===== src/rtl/jaa_arm_decoder.sv =====
// ---------------------------------------------------------------------------
// jaa_arm_decoder
// Reverses the JAA Java-to-ARM translation. Each legal pair of ARM words is
// collapsed back into the single Java bytecode that produced it.
//
// Ports
//   clk          sole clock, rising edge
//   reset        synchronous, active-high reset
//   arm_instr    ARM word from the translator stream
//   arm_valid    arm_instr valid this cycle
//   arm_ready    decoder accepts a word (transfer = arm_valid & arm_ready)
//   java_opcode  reconstructed Java bytecode, stable while op_valid is high
//   op_valid     java_opcode valid, held until accepted
//   op_ready     sink accepts (transfer = op_valid & op_ready)
//   err          one-cycle pulse: unrecognised first word or illegal pair
//
// Optional build macro JAA_DECODE_STATS_EN adds
//   op_count     16-bit saturating count of transferred opcodes
//   err_count    16-bit saturating count of err pulses
// ---------------------------------------------------------------------------
module jaa_arm_decoder (
   input  logic        clk,
   input  logic        reset,
   input  logic [31:0] arm_instr,
   input  logic        arm_valid,
   output logic        arm_ready,
   output logic [7:0]  java_opcode,
   output logic        op_valid,
   input  logic        op_ready,
   output logic        err
`ifdef JAA_DECODE_STATS_EN
   ,
   output logic [15:0] op_count,
   output logic [15:0] err_count
`endif
);

   typedef enum logic [1:0] {
      S_FIRST  = 2'd0,
      S_SECOND = 2'd1,
      S_EMIT   = 2'd2
   } state_t;

   // Class of the pending first word; selects which second word is legal.
   typedef enum logic [1:0] {
      C_MOV   = 2'd0,   // MOV r1,#n      -> expects PUSH {r1}
      C_LDR   = 2'd1,   // LDR r3,[r1,#n] -> expects PUSH {r1}
      C_POP1  = 2'd2,   // POP {r1}       -> expects STR r3,[r1,#n]
      C_POP12 = 2'd3    // POP {r1,r2}    -> expects ADD r0,r1,r2
   } cls_t;

   localparam logic [31:0] W_PUSH_R1  = 32'hE92D_0002;
   localparam logic [31:0] W_POP_R1   = 32'hE8BD_0002;
   localparam logic [31:0] W_POP_R12  = 32'hE8BD_0006;
   localparam logic [31:0] W_ADD      = 32'hE081_0002;
   localparam logic [19:0] P_MOV      = 20'hE3A01;
   localparam logic [19:0] P_LDR      = 20'hE5913;
   localparam logic [19:0] P_STR      = 20'hE5813;

   state_t      state_q, state_d;
   cls_t        cls_q, cls_d;
   logic [2:0]  n_q, n_d;
   logic [7:0]  opc_q, opc_d;
   logic        err_q, err_d;

   logic        first_ok_s;
   cls_t        first_cls_s;
   logic [2:0]  first_n_s;
   logic        sec_ok_s;
   logic [7:0]  sec_op_s;

   // Classify the incoming word as a candidate first word. The immediate or
   // offset is compared on its full 12-bit field so e.g. MOV #6 is rejected.
   always_comb begin
      first_ok_s  = 1'b0;
      first_cls_s = C_MOV;
      first_n_s   = 3'd0;
      if ((arm_instr[31:12] == P_MOV) && (arm_instr[11:0] <= 12'd5)) begin
         first_ok_s  = 1'b1;
         first_cls_s = C_MOV;
         first_n_s   = arm_instr[2:0];
      end else if ((arm_instr[31:12] == P_LDR) && (arm_instr[11:0] <= 12'd3)) begin
         first_ok_s  = 1'b1;
         first_cls_s = C_LDR;
         first_n_s   = arm_instr[2:0];
      end else if (arm_instr == W_POP_R1) begin
         first_ok_s  = 1'b1;
         first_cls_s = C_POP1;
      end else if (arm_instr == W_POP_R12) begin
         first_ok_s  = 1'b1;
         first_cls_s = C_POP12;
      end else begin
         first_ok_s  = 1'b0;
      end
   end

   // Check the incoming word against the latched class and form the opcode.
   // For the POP {r1} class the local index comes from the STR offset.
   always_comb begin
      sec_ok_s = 1'b0;
      sec_op_s = 8'h00;
      case (cls_q)
         C_MOV: begin
            if (arm_instr == W_PUSH_R1) begin
               sec_ok_s = 1'b1;
               sec_op_s = 8'h03 + {5'd0, n_q};
            end else begin
               sec_ok_s = 1'b0;
            end
         end
         C_LDR: begin
            if (arm_instr == W_PUSH_R1) begin
               sec_ok_s = 1'b1;
               sec_op_s = 8'h1A + {5'd0, n_q};
            end else begin
               sec_ok_s = 1'b0;
            end
         end
         C_POP1: begin
            if ((arm_instr[31:12] == P_STR) && (arm_instr[11:0] <= 12'd3)) begin
               sec_ok_s = 1'b1;
               sec_op_s = 8'h3B + {6'd0, arm_instr[1:0]};
            end else begin
               sec_ok_s = 1'b0;
            end
         end
         C_POP12: begin
            if (arm_instr == W_ADD) begin
               sec_ok_s = 1'b1;
               sec_op_s = 8'h60;
            end else begin
               sec_ok_s = 1'b0;
            end
         end
         default: begin
            sec_ok_s = 1'b0;
         end
      endcase
   end

   // Next-state logic. A rejected second word is discarded outright rather
   // than being re-examined as a new first word.
   always_comb begin
      state_d = state_q;
      cls_d   = cls_q;
      n_d     = n_q;
      opc_d   = opc_q;
      err_d   = 1'b0;
      case (state_q)
         S_FIRST: begin
            if (arm_valid) begin
               if (first_ok_s) begin
                  state_d = S_SECOND;
                  cls_d   = first_cls_s;
                  n_d     = first_n_s;
               end else begin
                  err_d   = 1'b1;
               end
            end else begin
               state_d = S_FIRST;
            end
         end
         S_SECOND: begin
            if (arm_valid) begin
               if (sec_ok_s) begin
                  state_d = S_EMIT;
                  opc_d   = sec_op_s;
               end else begin
                  state_d = S_FIRST;
                  err_d   = 1'b1;
               end
            end else begin
               state_d = S_SECOND;
            end
         end
         S_EMIT: begin
            if (op_ready) begin
               state_d = S_FIRST;
            end else begin
               state_d = S_EMIT;
            end
         end
         default: begin
            state_d = S_FIRST;
         end
      endcase
   end

   // State and datapath registers; reset overrides any handshake in flight.
   always_ff @(posedge clk) begin
      if (reset) begin
         state_q <= S_FIRST;
         cls_q   <= C_MOV;
         n_q     <= 3'd0;
         opc_q   <= 8'h00;
         err_q   <= 1'b0;
      end else begin
         state_q <= state_d;
         cls_q   <= cls_d;
         n_q     <= n_d;
         opc_q   <= opc_d;
         err_q   <= err_d;
      end
   end

   assign arm_ready   = (state_q != S_EMIT);
   assign op_valid    = (state_q == S_EMIT);
   assign java_opcode = opc_q;
   assign err         = err_q;

`ifdef JAA_DECODE_STATS_EN
   logic [15:0] op_count_q, err_count_q;

   // Saturating event counters: opcode transfers and err pulses.
   always_ff @(posedge clk) begin
      if (reset) begin
         op_count_q  <= 16'h0000;
         err_count_q <= 16'h0000;
      end else begin
         if (op_valid && op_ready && (op_count_q != 16'hFFFF)) begin
            op_count_q <= op_count_q + 16'd1;
         end
         if (err_d && (err_count_q != 16'hFFFF)) begin
            err_count_q <= err_count_q + 16'd1;
         end
      end
   end

   assign op_count  = op_count_q;
   assign err_count = err_count_q;
`endif

endmodule


===== config.mk =====
export PLATFORM = sky130hd
export DESIGN_NAME = jaa_arm_decoder
export DESIGN_NICKNAME = d
export VERILOG_FILES = /design/src/rtl/jaa_arm_decoder.sv
export SDC_FILE = /design/constraint.sdc
export NUM_CORES = 1
export LEC_CHECK = 0
export ABC_AREA = 1
export ABC_CLOCK_PERIOD_IN_PS = 2040
export CORE_ASPECT_RATIO = 1.4
export CORE_MARGIN = 2
export CORE_UTILIZATION = 48
export DETAILED_ROUTE_END_ITERATION = 8
export PLACE_DENSITY = 0.91
export SLEW_MARGIN = 0
export SYNTH_ARGS = -nofsm -noshare
export SYNTH_HDL_FRONTEND = slang
export SYNTH_SLANG_ARGS = --single-unit

===== constraint.sdc =====
create_clock -name clk -period 2.04 [get_ports clk]
set_input_delay 0.306 -clock clk [delete_from_list [all_inputs] [get_ports clk]]
set_output_delay 0.306 -clock clk [all_outputs]
set_load 0.01 [all_outputs]

==> impl_metrics.prom, run 1 <==
# TYPE chip_impl_metric gauge
chip_impl_metric{name="post_route_cells_drive_above_1_share",unit="%"} 13.2
chip_impl_metric{name="synth_top_area_share",unit="%"} 19.0
chip_impl_metric{name="max_freq",unit="GHz"} 0.544
chip_impl_metric{name="power.total",unit="mW"} 0.715
chip_impl_info{name="worst_setup_path_end_kind",value="flip-flop"} 1
chip_impl_metric{name="die_width",unit="um"} 52.5
chip_impl_metric{name="final-hold-violation-count",unit=""} 0
chip_impl_metric{name="synthesis.area_per_instance",unit="um2"} 5.55
chip_impl_metric{name="post-dp-hpwl",unit="um"} 3410
chip_impl_metric{name="gp_congestion",unit=""} 0.908
chip_impl_metric{name="postCtsHoldBufs",unit=""} 0
chip_impl_metric{name="grt_start_max_net_pins",unit=""} 11
chip_impl_metric{name="final.setup_skew",unit="ps"} 6.04
chip_impl_info{name="rr_startpoint",value="cls_q[1]"} 1
chip_impl_metric{name="post-route-min-period",unit="ps"} 1840
chip_impl_metric{name="synth_edf_count",unit=""} 0
chip_impl_metric{name="initialDrtViolationCount",unit=""} 62
chip_impl_metric{name="max-clock-path-buffers",unit=""} 2
chip_impl_metric{name="detailroute.wirelength.met2",unit="um"} 2190
chip_impl_metric{name="htreeDepth",unit=""} 1
chip_impl_metric{name="clock-sinks",unit=""} 15
chip_impl_info{name="clock_tree.root_cell",value="clkbuf_8"} 1
chip_impl_metric{name="overflow",unit=""} 0
chip_impl_metric{name="worstPathRequired",unit="ps"} 2190
chip_impl_info{name="startpoint",value="arm_instr[0]"} 1
chip_impl_metric{name="slew_violations",unit=""} 0
chip_impl_info{name="critPathLaunchType",value="primary input"} 1
chip_impl_metric{name="boundaryPins",unit=""} 47
chip_impl_metric{name="post_synthesis_cell_type_count",unit=""} 24
chip_impl_metric{name="whs",unit="ps"} 501
chip_impl_metric{name="vias",unit=""} 1886
chip_impl_metric{name="period_share",unit="%"} 90.1
chip_impl_metric{name="insertedDiodeCount",unit=""} 0
chip_impl_metric{name="die-area",unit="mm2"} 0.00378
chip_impl_metric{name="floorplan.rows",unit=""} 24
chip_impl_metric{name="core_region_area",unit="mm2"} 0.00312
chip_impl_metric{name="start_util",unit="%"} 50.6
chip_impl_metric{name="mappedNetlistNets",unit=""} 327
chip_impl_info{name="synthFlopType",value="dfxtp_1"} 1
chip_impl_metric{name="wl_met3",unit="um"} 149
chip_impl_metric{name="setup_viol",unit=""} 0
chip_impl_info{name="cts_tree",value="yes"} 1
chip_impl_metric{name="grt_first_pass_wirelength",unit="um"} 7210
chip_impl_metric{name="detail_route.first_pass.iterations",unit=""} 5
chip_impl_metric{name="clock_insertion_delay_worst_skew",unit="ps"} 260
chip_impl_metric{name="port-buffer-count",unit=""} 45
chip_impl_metric{name="first_global_vias",unit=""} 1823
chip_impl_metric{name="r2r.worst_path.cells",unit=""} 9
chip_impl_metric{name="finalWirelength",unit="um"} 4160
chip_impl_metric{name="cts_resized",unit=""} 0
chip_impl_metric{name="final.fill_count",unit=""} 277
chip_impl_metric{name="area.sequential",unit="um2"} 300
chip_impl_metric{name="hold-path-cell-count",unit=""} 2
chip_impl_metric{name="routed_wire_length_per_instance",unit="um"} 11.0
chip_impl_metric{name="irDropWorstVdd",unit="mV"} 0.351
chip_impl_metric{name="number_of_flip_flops_and_latches_in_the_synthesized_netlist",unit=""} 15
chip_impl_info{name="setup_repair_after_global_routing_missed_its_margin",value="no"} 1
chip_impl_metric{name="antenna_found_initial",unit=""} 0
chip_impl_metric{name="global_route.usage.total",unit="%"} 24.5
chip_impl_metric{name="path_clk_slew",unit="ps"} 60
chip_impl_info{name="top_post_synthesis_cells_by_area",value="dfxtp_1 19%, nand2_1 17%, nor2_1 14%, inv_1 10%, nand3_1 5.7%"} 1
chip_impl_info{name="netlist.top_cell.by_area",value="dfxtp_1"} 1
chip_impl_metric{name="final_ws_setup",unit="ps"} 201
chip_impl_metric{name="leakage_power_total",unit="nW"} 1.06
chip_impl_metric{name="multiInputGateArea",unit="mm2"} 0.00108
chip_impl_info{name="type_of_the_most_critical_hold_path",value="reg2reg"} 1
chip_impl_metric{name="r2r_slack",unit="ps"} 430
chip_impl_info{name="yosys-top-cells-count",value="73 x nand2_1, 60 x nor2_1, 43 x inv_1"} 1
chip_impl_metric{name="post_route_drc_violation_count",unit=""} 0
chip_impl_metric{name="wl_met1",unit="um"} 1710
chip_impl_metric{name="postCtsSetupBuffers",unit=""} 0
chip_impl_metric{name="place_worst_setup_slack",unit="ps"} -73.9
chip_impl_info{name="outcome",value="completed"} 1
chip_impl_info{name="highest-signal-layer",value="met4"} 1
chip_impl_metric{name="detail-route-antenna-nets",unit=""} 0
chip_impl_metric{name="seq_total_area_yosys",unit="%"} 19.0
chip_impl_metric{name="power-per-cell-area",unit="mW/mm2"} 328
chip_impl_metric{name="cp_data_arrival_time",unit="ps"} 1990
chip_impl_metric{name="clock_buffers_created_by_tritoncts",unit=""} 3
chip_impl_info{name="yosys.cell_count.top_type",value="nand2_1"} 1
chip_impl_metric{name="cell_area_after_synthesis",unit="mm2"} 0.00158
chip_impl_info{name="worst_setup_path_endpoint",value="java_opcode[1]"} 1
chip_impl_metric{name="area_delta_synth_final",unit="%"} 37.8
chip_impl_metric{name="postSynthCellCount",unit=""} 285
chip_impl_info{name="reg2reg_to",value="java_opcode[1]"} 1
chip_impl_metric{name="avgViaCountPerCell",unit=""} 4.96
chip_impl_metric{name="max_cap_violations",unit=""} 0
chip_impl_metric{name="die_height",unit="um"} 71.9
chip_impl_metric{name="fin_setup_tns",unit="ps"} 0
chip_impl_info{name="critPathKind",value="in2reg"} 1
chip_impl_metric{name="synth-warning-count",unit=""} 0
chip_impl_metric{name="asyncSetResetFlopFracSynth",unit="%"} 0
chip_impl_metric{name="timing.critical_path.fanout_max",unit=""} 8
chip_impl_metric{name="final_nets",unit=""} 384
flip-flops by register name (all words and copies together) (netlist names):
signal,count
java_opcode,7
err,1
state_q,2
n_q,3
cls_q,2
through the flow:
stage,util (%),area [um2],std cells
after CTS,69.8,2180,380
after floorplan,-,1580,285
after global placement,68.3,2130,376
after detailed placement,68.3,2130,376
final,69.8,2180,380
after global routing,69.8,2180,380
cell families (layout without fill, tap and decap cells):
family,Yosys count,count (layout),synth area share [%]
buffers and inverters,53,109,12.8
and+or+nand+nor,195,195,58.2
AOI/OAI and AO/OA,14,14,4.43
other,1,1,0.237
adders and majority gates,6,6,4.75
DFF,15,15,19.0
xor gates and xnor gates,1,1,0.554
worst max-delay path, cell delays in order:
cell and delay [ps]:
clkdlybuf4s50_1 410, inv_1 90, ha_1 180, inv_1 80, nor2_4 120, nand2_2 100
nor2_8 180, nand3_1 100, nand3_1 130, nand3_2 110, a21oi_1 140, nor2_1 50
worst min path at each step:
stage / from / to / slack, ps
3_3_place_gp: n_q[1] / n_q[1] / 490
4_1_cts: n_q[1] / n_q[1] / 510
5_1_grt: n_q[1] / n_q[1] / 540
6_report: n_q[1] / n_q[1] / 500
2_1_floorplan: reset / n_q[0] / 380
3_5_place_dp: n_q[1] / n_q[1] / 500
report_power, final:
part | switching, mW | internal [mW]
Clock | 0.111 | 0.136
Sequential | 0.00120 | 0.295
Combinational | 0.0810 | 0.0905
Total | 0.193 | 0.521
area by class of cell:
class / count / share of cell area [%]
clock buffer: 3 / 1.89
multi-input combinational: 217 / 49.5
inverter: 52 / 8.96
tap: 39 / 2.24
timing repair buffer: 53 / 23.4
clock inverter: 1 / 0.230
sequential: 15 / 13.8
per-layer routing:
metal | up-vias | GRT usage (%)
met1 | 833 | 26.9
li1 | 991 | -
met4 | 0 | 10.5
met5 | - | 0
met2 | 51 | 45.8
met3 | 11 | 2.26
cell usage in the layout, fill, tap and decap left out, types with 2 or more instances in the layout:
master	instances
a21oi_1	10
buf_4	8
clkbuf_8	3
clkdlybuf4s50_1	45
dfxtp_1	15
ha_1	6
inv_1	43
inv_2	8
nand2_1	73
nand2_2	6
nand3_1	18
nand3_2	5
nand4_1	10
nor2_1	60
nor2_2	6
nor2_4	4
nor3_1	7
o21ai_0	4
or2_2	2
Note: power is estimated with default switching activity, not from simulation.
==> inputs of run 2 (changes only) <==
--- a/constraint.sdc
+++ b/constraint.sdc
@@ -3,2 +3,2 @@
 set_output_delay 0.306 -clock clk [all_outputs]
-set_load 0.01 [all_outputs]
+set_load 0.02 [all_outputs]
==> results of run 2 <==
The final DEF is identical to that of run 1. Status: completed.
Main changes from that run: total power 0.715 mW -> 0.716 mW
==> inputs of run 3 (changes only) <==
CORE_MARGIN = 3   (was 2)
==> impl_metrics.prom, run 3 (synthesized netlist as in run 1, its figures left out) <==
# TYPE chip_impl_metric gauge
chip_impl_metric{name="r2r_slack",unit="ps"} 450
chip_impl_metric{name="first_global_vias",unit=""} 1817
chip_impl_metric{name="detail-route-antenna-nets",unit=""} 0
chip_impl_metric{name="whs",unit="ps"} 497
chip_impl_metric{name="clock_insertion_delay_worst_skew",unit="ps"} 250
chip_impl_metric{name="period_share",unit="%"} 92.3
chip_impl_info{name="cp_slowest_cell",value="clkdlybuf4s50_1"} 1
chip_impl_metric{name="r2r.worst_path.cells",unit=""} 9
chip_impl_metric{name="final_nets",unit=""} 384
chip_impl_metric{name="finalWirelength",unit="um"} 4230
chip_impl_metric{name="postCtsSetupBuffers",unit=""} 0
chip_impl_metric{name="power-per-cell-area",unit="mW/mm2"} 326
chip_impl_info{name="rr_startpoint",value="cls_q[1]"} 1
chip_impl_info{name="holdPathEnd",value="n_q[1]"} 1
chip_impl_info{name="type_of_the_most_critical_hold_path",value="reg2reg"} 1
chip_impl_metric{name="max_freq",unit="GHz"} 0.531
chip_impl_metric{name="max_cap_violations",unit=""} 0
chip_impl_metric{name="boundaryPins",unit=""} 47
chip_impl_metric{name="cp_data_arrival_time",unit="ps"} 2070
chip_impl_metric{name="start_util",unit="%"} 50.6
chip_impl_metric{name="core_region_area",unit="mm2"} 0.00312
chip_impl_metric{name="postCtsHoldBufs",unit=""} 0
chip_impl_info{name="setup_repair_after_global_routing_missed_its_margin",value="no"} 1
chip_impl_metric{name="final.setup_skew",unit="ps"} 5.42
chip_impl_info{name="path_cells",value="clkdlybuf4s50_1 > nand2_1 > nor2_2 > nand2_1 > nor2_4 > buf_4 > nand4_1 > nand2_1 > nand2_1 > nand2_1 > nor2_1 > nor2_1"} 1
chip_impl_info{name="outcome",value="completed"} 1
chip_impl_metric{name="insertedDiodeCount",unit=""} 0
chip_impl_metric{name="clock_buffers_created_by_tritoncts",unit=""} 3
chip_impl_metric{name="htreeDepth",unit=""} 1
chip_impl_metric{name="gp_congestion",unit=""} 0.890
chip_impl_metric{name="path_clk_slew",unit="ps"} 60
chip_impl_metric{name="postLayoutCellArea",unit="mm2"} 0.00218
chip_impl_metric{name="postPlaceCellArea",unit="mm2"} 0.00213
chip_impl_info{name="reg2reg_to",value="java_opcode[1]"} 1
chip_impl_metric{name="power.total",unit="mW"} 0.710
chip_impl_metric{name="leakage_power_total",unit="nW"} 1.06
chip_impl_metric{name="area_delta_synth_final",unit="%"} 37.8
chip_impl_metric{name="grt_first_pass_wirelength",unit="um"} 6930
chip_impl_metric{name="final-hold-violation-count",unit=""} 0
chip_impl_metric{name="die-area",unit="mm2"} 0.00403
chip_impl_metric{name="vias",unit=""} 1870
chip_impl_metric{name="die_width",unit="um"} 54.5
chip_impl_metric{name="detail_route.first_pass.iterations",unit=""} 4
chip_impl_metric{name="floorplan.rows",unit=""} 24
chip_impl_info{name="clock_tree.root_cell",value="clkbuf_8"} 1
chip_impl_info{name="cts_tree",value="yes"} 1
chip_impl_metric{name="largest_register_ffs",unit=""} 7
chip_impl_metric{name="worstPathRequired",unit="ps"} 2230
chip_impl_metric{name="max-clock-path-buffers",unit=""} 2
chip_impl_info{name="worst_min_path_start",value="n_q[1]"} 1
chip_impl_metric{name="max_stage_delay",unit="ps"} 480
chip_impl_metric{name="routed_wire_length_per_instance",unit="um"} 11.1
chip_impl_info{name="critPathKind",value="in2reg"} 1
chip_impl_metric{name="clock-sinks",unit=""} 15
chip_impl_info{name="critPathMostFrequentCell",value="nand2_1"} 1
chip_impl_metric{name="post_route_drc_violation_count",unit=""} 0
chip_impl_metric{name="overflow",unit=""} 0
chip_impl_metric{name="irDropWorstVdd",unit="mV"} 0.434
chip_impl_metric{name="post-route-min-period",unit="ps"} 1880
chip_impl_metric{name="final_util",unit="%"} 69.8
chip_impl_info{name="worst_setup_path_end_kind",value="flip-flop"} 1
chip_impl_metric{name="post_route_cells_drive_above_1_share",unit="%"} 13.2
chip_impl_metric{name="slew_violations",unit=""} 0
chip_impl_metric{name="timing.critical_path.fanout_max",unit=""} 4
chip_impl_metric{name="setup_viol",unit=""} 0
chip_impl_metric{name="port-buffer-count",unit=""} 45
chip_impl_metric{name="antenna_found_initial",unit=""} 0
chip_impl_metric{name="fin_setup_tns",unit="ps"} 0
chip_impl_metric{name="die_height",unit="um"} 73.9
chip_impl_metric{name="hold-path-cell-count",unit=""} 2
chip_impl_metric{name="global_route.usage.total",unit="%"} 22.6
chip_impl_metric{name="avgViaCountPerCell",unit=""} 4.92
chip_impl_metric{name="cts_resized",unit=""} 0
chip_impl_metric{name="post-dp-hpwl",unit="um"} 3500
chip_impl_metric{name="grt_start_max_net_pins",unit=""} 11
chip_impl_info{name="layout_commonest_cell",value="nand2_1"} 1
chip_impl_metric{name="initialDrtViolationCount",unit=""} 51
chip_impl_info{name="critPathLaunchType",value="primary input"} 1
chip_impl_info{name="final_cell_mix",value="73 x nand2_1, 60 x nor2_1, 45 x clkdlybuf4s50_1"} 1
-- run 3: cell counts in the layout (fill, tap and decap cells not counted) --
Identical to the previous run, type by type.
-- run 3: cell type report --
type                            instances  area, um2
Fill cell                             292        943
Sequential cell                        15        300
Inverter                               52        195
Clock inverter                          1       5.00
Tap cell                               39       48.8
Clock buffer                            3       41.3
Multi-Input combinational cell        217       1080
Timing Repair Buffer                   53        510
-- run 3: power by group --
part	switching (mW)	internal, mW	total, mW
clock	0.106	0.135	0.242
sequential	0.00120	0.295	0.296
combinational	0.0812	0.0905	0.172
total	0.189	0.521	0.710
-- run 3: critical path: cells and delay by family --
kind	cells	cell delay (ps)
and+or+nand+nor	10	1140
buffers and inverters	2	630
-- run 3: metal layers --
| metal | wire length, um | GRT usage (%) | vias to the layer above |
|---|---|---|---|
| li1 | - | - | 986 |
| met1 | 1620 | 23.2 | 812 |
| met2 | 2270 | 41.4 | 55 |
| met3 | 213 | 3.65 | 17 |
| met4 | 125 | 12.5 | 0 |
| met5 | 0 | 0 | - |
-- run 3: worst max-delay path by stage --
stage	start	end	slack [ps]	cells past startpoint
global placement	arm_instr[0]	java_opcode[1]	10	12
CTS	arm_instr[31]	java_opcode[3]	190	12
global route	arm_instr[30]	java_opcode[3]	3	12
detailed placement	arm_instr[0]	java_opcode[1]	-50	12
finish	arm_instr[31]	java_opcode[3]	160	12
floorplan	arm_instr[0]	java_opcode[0]	510	11
-- run 3: through the flow --
step	setup WS, ps	cells
global route	2.95	380
CTS	190	380
finish	156	380
floorplan	511	285
detailed placement	-50.3	376
global placement	14.8	376
